## src/rtl/whack_pkg.sv

```systemverilog
// Constants shared between the button front end and the whack-a-mole game core.
package whack_pkg;

  localparam int N_BTN                   = 8;
  localparam int IDX_W                   = $clog2(N_BTN);
  localparam int DEBOUNCE_CYCLES_DEFAULT = 500000;

endpackage

```

## src/rtl/debounce_cell.sv

```systemverilog
// One button: 2-FF synchroniser, stability counter and debounced level.
// rise is high in the cycle whose closing edge will raise the level.
module debounce_cell
  import whack_pkg::*;
#(
  parameter int DEBOUNCE_CYCLES = DEBOUNCE_CYCLES_DEFAULT,
  parameter int CNT_W           = $clog2(DEBOUNCE_CYCLES)
) (
  input  logic clk,
  input  logic rst_n,
  input  logic btn_raw,
  output logic level,
  output logic rise
);

  localparam logic [CNT_W-1:0] CNT_MAX = CNT_W'(DEBOUNCE_CYCLES - 1);

  logic [1:0]       sync_q;
  logic [CNT_W-1:0] cnt_q, cnt_d;
  logic             level_q, level_d;

  always_comb begin
    cnt_d   = cnt_q;
    level_d = level_q;
    if (sync_q[1] == level_q) begin
      cnt_d = '0;
    end else if (cnt_q == CNT_MAX) begin
      level_d = sync_q[1];
      cnt_d   = '0;
    end else begin
      cnt_d = cnt_q + 1'b1;
    end
  end

  always_ff @(posedge clk or negedge rst_n) begin
    if (!rst_n) begin
      sync_q  <= '0;
      cnt_q   <= '0;
      level_q <= 1'b0;
    end else begin
      sync_q  <= {sync_q[0], btn_raw};
      cnt_q   <= cnt_d;
      level_q <= level_d;
    end
  end

  assign level = level_q;
  assign rise  = level_d & ~level_q;

endmodule

```

## src/rtl/button_conditioner.sv

```systemverilog
// Debounces the player buttons and queues one hit event per press, handed to
// the game FSM lowest index first over a valid/ready handshake.
module button_conditioner #(
  parameter int N_BTN           = whack_pkg::N_BTN,
  parameter int DEBOUNCE_CYCLES = whack_pkg::DEBOUNCE_CYCLES_DEFAULT,
  parameter int CNT_W           = $clog2(DEBOUNCE_CYCLES),
  parameter int IDX_W           = $clog2(N_BTN)
) (
  input  logic             clk,
  input  logic             rst_n,
  input  logic [N_BTN-1:0] btn_raw,
  output logic [N_BTN-1:0] btn_level,
  output logic             press_valid,
  output logic [IDX_W-1:0] press_idx,
  input  logic             press_ready,
  output logic             overflow,
  input  logic             ovf_clr
);

  logic [N_BTN-1:0] rise;
  logic [N_BTN-1:0] pend_q, pend_d;
  logic [N_BTN-1:0] accept_mask;
  logic [N_BTN-1:0] drop;
  logic             ovf_q, ovf_d;
  logic [IDX_W-1:0] idx;
  logic             found;

  genvar gi;
  generate
    for (gi = 0; gi < N_BTN; gi++) begin : g_cell
      debounce_cell #(
        .DEBOUNCE_CYCLES(DEBOUNCE_CYCLES),
        .CNT_W          (CNT_W)
      ) u_cell (
        .clk    (clk),
        .rst_n  (rst_n),
        .btn_raw(btn_raw[gi]),
        .level  (btn_level[gi]),
        .rise   (rise[gi])
      );
    end
  endgenerate

  always_comb begin
    idx   = '0;
    found = 1'b0;
    for (int i = 0; i < N_BTN; i++) begin
      if (pend_q[i] && !found) begin
        idx   = IDX_W'(i);
        found = 1'b1;
      end
    end
  end

  // A press landing on the bit being accepted replaces the consumed event.
  always_comb begin
    accept_mask = '0;
    if (press_valid && press_ready) begin
      accept_mask = N_BTN'(1) << press_idx;
    end
    drop   = rise & pend_q & ~accept_mask;
    pend_d = (pend_q & ~accept_mask) | rise;
    ovf_d  = ovf_q;
    if (|drop) begin
      ovf_d = 1'b1;
    end else if (ovf_clr) begin
      ovf_d = 1'b0;
    end
  end

  always_ff @(posedge clk or negedge rst_n) begin
    if (!rst_n) begin
      pend_q <= '0;
      ovf_q  <= 1'b0;
    end else begin
      pend_q <= pend_d;
      ovf_q  <= ovf_d;
    end
  end

  assign press_valid = |pend_q;
  assign press_idx   = idx;
  assign overflow    = ovf_q;

endmodule

```

## config.mk

```make
export PLATFORM = sky130hd
export DESIGN_NAME = button_conditioner
export DESIGN_NICKNAME = d
export VERILOG_FILES = /design/src/rtl/whack_pkg.sv /design/src/rtl/debounce_cell.sv /design/src/rtl/button_conditioner.sv
export SDC_FILE = /design/constraint.sdc
export NUM_CORES = 1
export LEC_CHECK = 0
export BUFFER_PORTS_ARGS = -buffer_cell sky130_fd_sc_hd__buf_2
export CELL_PAD_IN_SITES_DETAIL_PLACEMENT = 1
export CELL_PAD_IN_SITES_GLOBAL_PLACEMENT = 2
export CORE_MARGIN = 3
export CORE_UTILIZATION = 40
export DETAILED_ROUTE_END_ITERATION = 12
export GPL_TIMING_DRIVEN = 0
export PLACE_DENSITY_LB_ADDON = 0.1
export SKIP_CTS_REPAIR_TIMING = 1
export SYNTH_ARGS = -nofsm -noshare
export SYNTH_HDL_FRONTEND = slang
export SYNTH_SLANG_ARGS = --single-unit
```

## constraint.sdc

```tcl
create_clock -name clk -period 2.98 [get_ports clk]
set_input_delay 0.447 -clock clk [delete_from_list [all_inputs] [get_ports clk]]
set_output_delay 0.447 -clock clk [all_outputs]
set_load 0.005 [all_outputs]
```

==> results.py <==
metrics = {
    "cells_and_area": {
        "fillCellCount": 2413,
        "seq_area_um2": 4630,
        "layoutNonFillerInstCount": 1212,
        "final_nets": 944,
        "drive_gt1_frac": 0.0971,
        "area_delta_synth_final_pct": 12.1,
        "multi_input_area_um2": 3930,
        "stdcell_area_um2": 9870,
        "insertedDiodeCount": 0,
    },
    "timing": {
        "finalSetupViolCount": 0,
        "tightestPinTransition_ns": 0.655,
        "slew_headroom": 0.563,
        "rsz0062_at_grt": "no",
        "hold_violations": 0,
        "fin_worst_skew_ns": 0.00949,
        "period_share": 0.913,
        "timing.fmax_mhz": 368,
        "final_max_slew_viol_count": 0,
        "period_minus_slack_ns": 2.72,
        "worst_slack_ns": 0.260,
        "timing.hold.ws_ns": 0.115,
    },
    "detailed_routing": {
        "viasPerCell": 5.24,
        "drt_pass1_iterations": 4,
        "wl_met1_mm": 9.41,
        "routedWlPerCell_um": 16.3,
        "highest_layer": "met4",
        "num_vias": 6346,
        "dr_wl_met2_mm": 9.55,
        "dr_wl_met3_um": 501,
        "routed_wl_mm": 19.7,
        "drtAntennaViolNets": 0,
        "drc_errors": 0,
        "drt_iter0_drc": 232,
    },
    "power_and_ir_drop": {
        "clkPwrFrac": 0.435,
        "switchingPower_uw": 1150,
        "p_seq_frac": 0.529,
        "switching_share": 0.236,
        "ir_drop_uv": 274,
        "powerDensity_nw_per_um2": 495,
        "p_leak_uw": 0.00421,
        "combPwrFrac": 0.036,
        "intPower_uw": 3740,
    },
    "clocking": {
        "clock_path_buffers": 2,
        "cts_made_buffers": 17,
        "clkLatencyLatePin_ns": 0.44,
        "clock-sinks": 185,
        "htree_levels": 4,
        "cts_tree": "done",
        "cts_root_buf": "clkbuf_16",
        "clk_pin_slew_ns": 0.07,
    },
    "critical_path": {
        "crit_type": "reg -> out",
        "critPathLaunchType": "flip-flop",
        "cp_max_fo": 6,
        "end_kind": "primary output",
        "crit_start": "pend_q[1]",
        "worstPathArrival_ns": 2.27,
        "crit_required_ns": 2.53,
        "r2r-start": "g_cell[0].u_cell.cnt_q[0]",
    },
    "worst_hold_path": {
        "hold_path.class": "in -> reg",
        "min_from": "btn_raw[5]",
    },
    "placed_design": {
        "place.gp.congestion": 0.789,
        "port_buffers": 24,
        "dp.cells": 1179,
        "place_ws_ns": 0.287,
        "dp_hpwl_mm": 13.9,
        "placed_cell_area_um2": 9310,
    },
    "yosys": {
        "synth_top_area_frac": 0.526,
        "netlist_top_cells_area": "dfrtp_1, nor2_1, xnor2_1",
        "async_flop_share": 1.00,
        "yosys_warnings": 0,
        "synth.net_count": 899,
        "ys.flop_type": "dfrtp_1",
        "ys_seq_area_frac": 0.526,
        "ys_seq_elements": 185,
        "synth.avg_cell_area_um2": 10.0,
        "synth-edff-count": 0,
        "synth_area_um2": 8800,
        "synth_area_leader_cell": "dfrtp_1",
        "syn_inst": 879,
        "synth_cell_types": 51,
    },
    "global_route": {
        "grt-ovfl-total": 0,
        "grt.total_usage": 0.174,
        "antenna_found_initial": 0,
        "grt_max_degree": 121,
        "first_global_vias": 6807,
        "grt_pass1_wl_mm": 34.1,
    },
    "status": {
        "status": "finished clean",
    },
    "die": {
        "die_w_um": 154,
        "ios": 25,
        "die-area_um2": 23800,
        "core_um2": 21400,
        "rows": 53,
        "die_height_um": 154,
        "start_util": 0.412,
    },
    "flow_run": {
        "cap_violations": 0,
    },
}
[cell families (layout without fill, tap and decap cells)]
group / Yosys count / after routing / share of synthesized area
buffers and inverters: 51 / 109 / 0.0288
DFF: 185 / 185 / 0.526
xor gates and xnor gates: 143 / 143 / 0.142
adders and majority gates: 8 / 8 / 0.0114
and+or+nand+nor: 463 / 463 / 0.265
muxes: 8 / 8 / 0.0102
AOI/OAI and AO/OA: 21 / 21 / 0.0169
[routing by layer]
metal	global-route usage	vias to the layer above
met5	0	-
met4	0.0538	0
met3	0.0285	16
met2	0.285	56
met1	0.237	3204
li1	-	3070
[cell usage in the layout (no fill, tap or decap), types with 19 or more instances in the layout]
cell     netlist  layout
buf_2          2      25
nand4_1       46      46
inv_1         19      19
xor2_1        69      69
and3_1        22      22
nor4_1        22      22
nand3_1       49      49
nand2_1       51      51
nor2_1       188     188
dfrtp_1      185     185
xnor2_1       74      74
[worst max-delay path, stage by stage, from the launching register on]
cell	delay (ns)
dfrtp_1	0.43
or4_1	0.53
clkbuf_1	0.17
nor3_1	0.34
a31o_2	0.25
buf_2	0.12
[registers in the layout, indices dropped and copies added (netlist names)]
| name | flops |
|---|---|
| g_cell.u_cell.cnt_q | 152 |
| g_cell.u_cell.level | 8 |
| g_cell.u_cell.sync_q | 16 |
| overflow | 1 |
| pend_q | 8 |
[power groups by stage]
| stage | combinational, uW | clock (uW) | sequential, uW |
|---|---|---|---|
| 6_report | 177 | 2130 | 2580 |
| 5_1_grt | 209 | 2310 | 2590 |
| 4_1_cts | 184 | 2200 | 2580 |
| 3_5_place_dp | 182 | 0 | 2630 |
| 3_3_place_gp | 168 | 0 | 2630 |
| 2_1_floorplan | 88.8 | 0 | 2620 |
[metrics by stage]
step / total power, uW / util / setup TNS, ns
detailed placement: 2810 / 0.436 / 0
global route: 5110 / 0.462 / 0
global placement: 2800 / 0.434 / -279.23
CTS: 4970 / 0.461 / 0
floorplan: 2710 / - / 0
finish: 4890 / 0.462 / 0
[synth_stat cells, types with 2 or more instances]
cell        n
nor2_1    188
dfrtp_1   185
xnor2_1    74
xor2_1     69
nand2_1    51
nand3_1    49
nand4_1    46
and3_1     22
nor4_1     22
inv_1      19
nor3_1     17
clkbuf_1   15
nor4b_1    13
and4_1     10
buf_4      10
ha_1        8
mux2_2      8
nand2b_1    6
or4_1       6
o31ai_1     5
or2_2       5
nor2b_1     4
o21ai_0     4
buf_6       3
nor4bb_1    3
or2_1       3
a21oi_1     2
and2_1      2
buf_1       2
buf_2       2
nand3b_1    2
nor2_2      2
nor3b_1     2
or3_1       2
or4_4       2
[worst paths after layout]
check | to | slack, ns | cells past startpoint
worst max-delay path | press_idx[0] | 0.26 | 5
worst max register to register | g_cell[0].u_cell.cnt_q[16] | 0.48 | 7
worst min register to register | g_cell[0].u_cell.sync_q[1] | 0.35 | 0
max in group asynchronous | g_cell[3].u_cell.cnt_q[13] | 1.44 | 3
min in group asynchronous | g_cell[7].u_cell.cnt_q[8] | 0.54 | 2
worst min-delay path | g_cell[5].u_cell.sync_q[0] | 0.11 | 1
[cell type report]
cell class | count | share of cell area
Tap cell | 275 | 0.0349
Buffer | 32 | 0.0185
Clock buffer | 22 | 0.0481
Inverter | 19 | 0.00723
Clock inverter | 10 | 0.00710
Timing Repair Buffer | 26 | 0.0170
Sequential cell | 185 | 0.469
Multi-Input combinational cell | 643 | 0.398
Note: power is estimated with default switching activity, not from simulation.
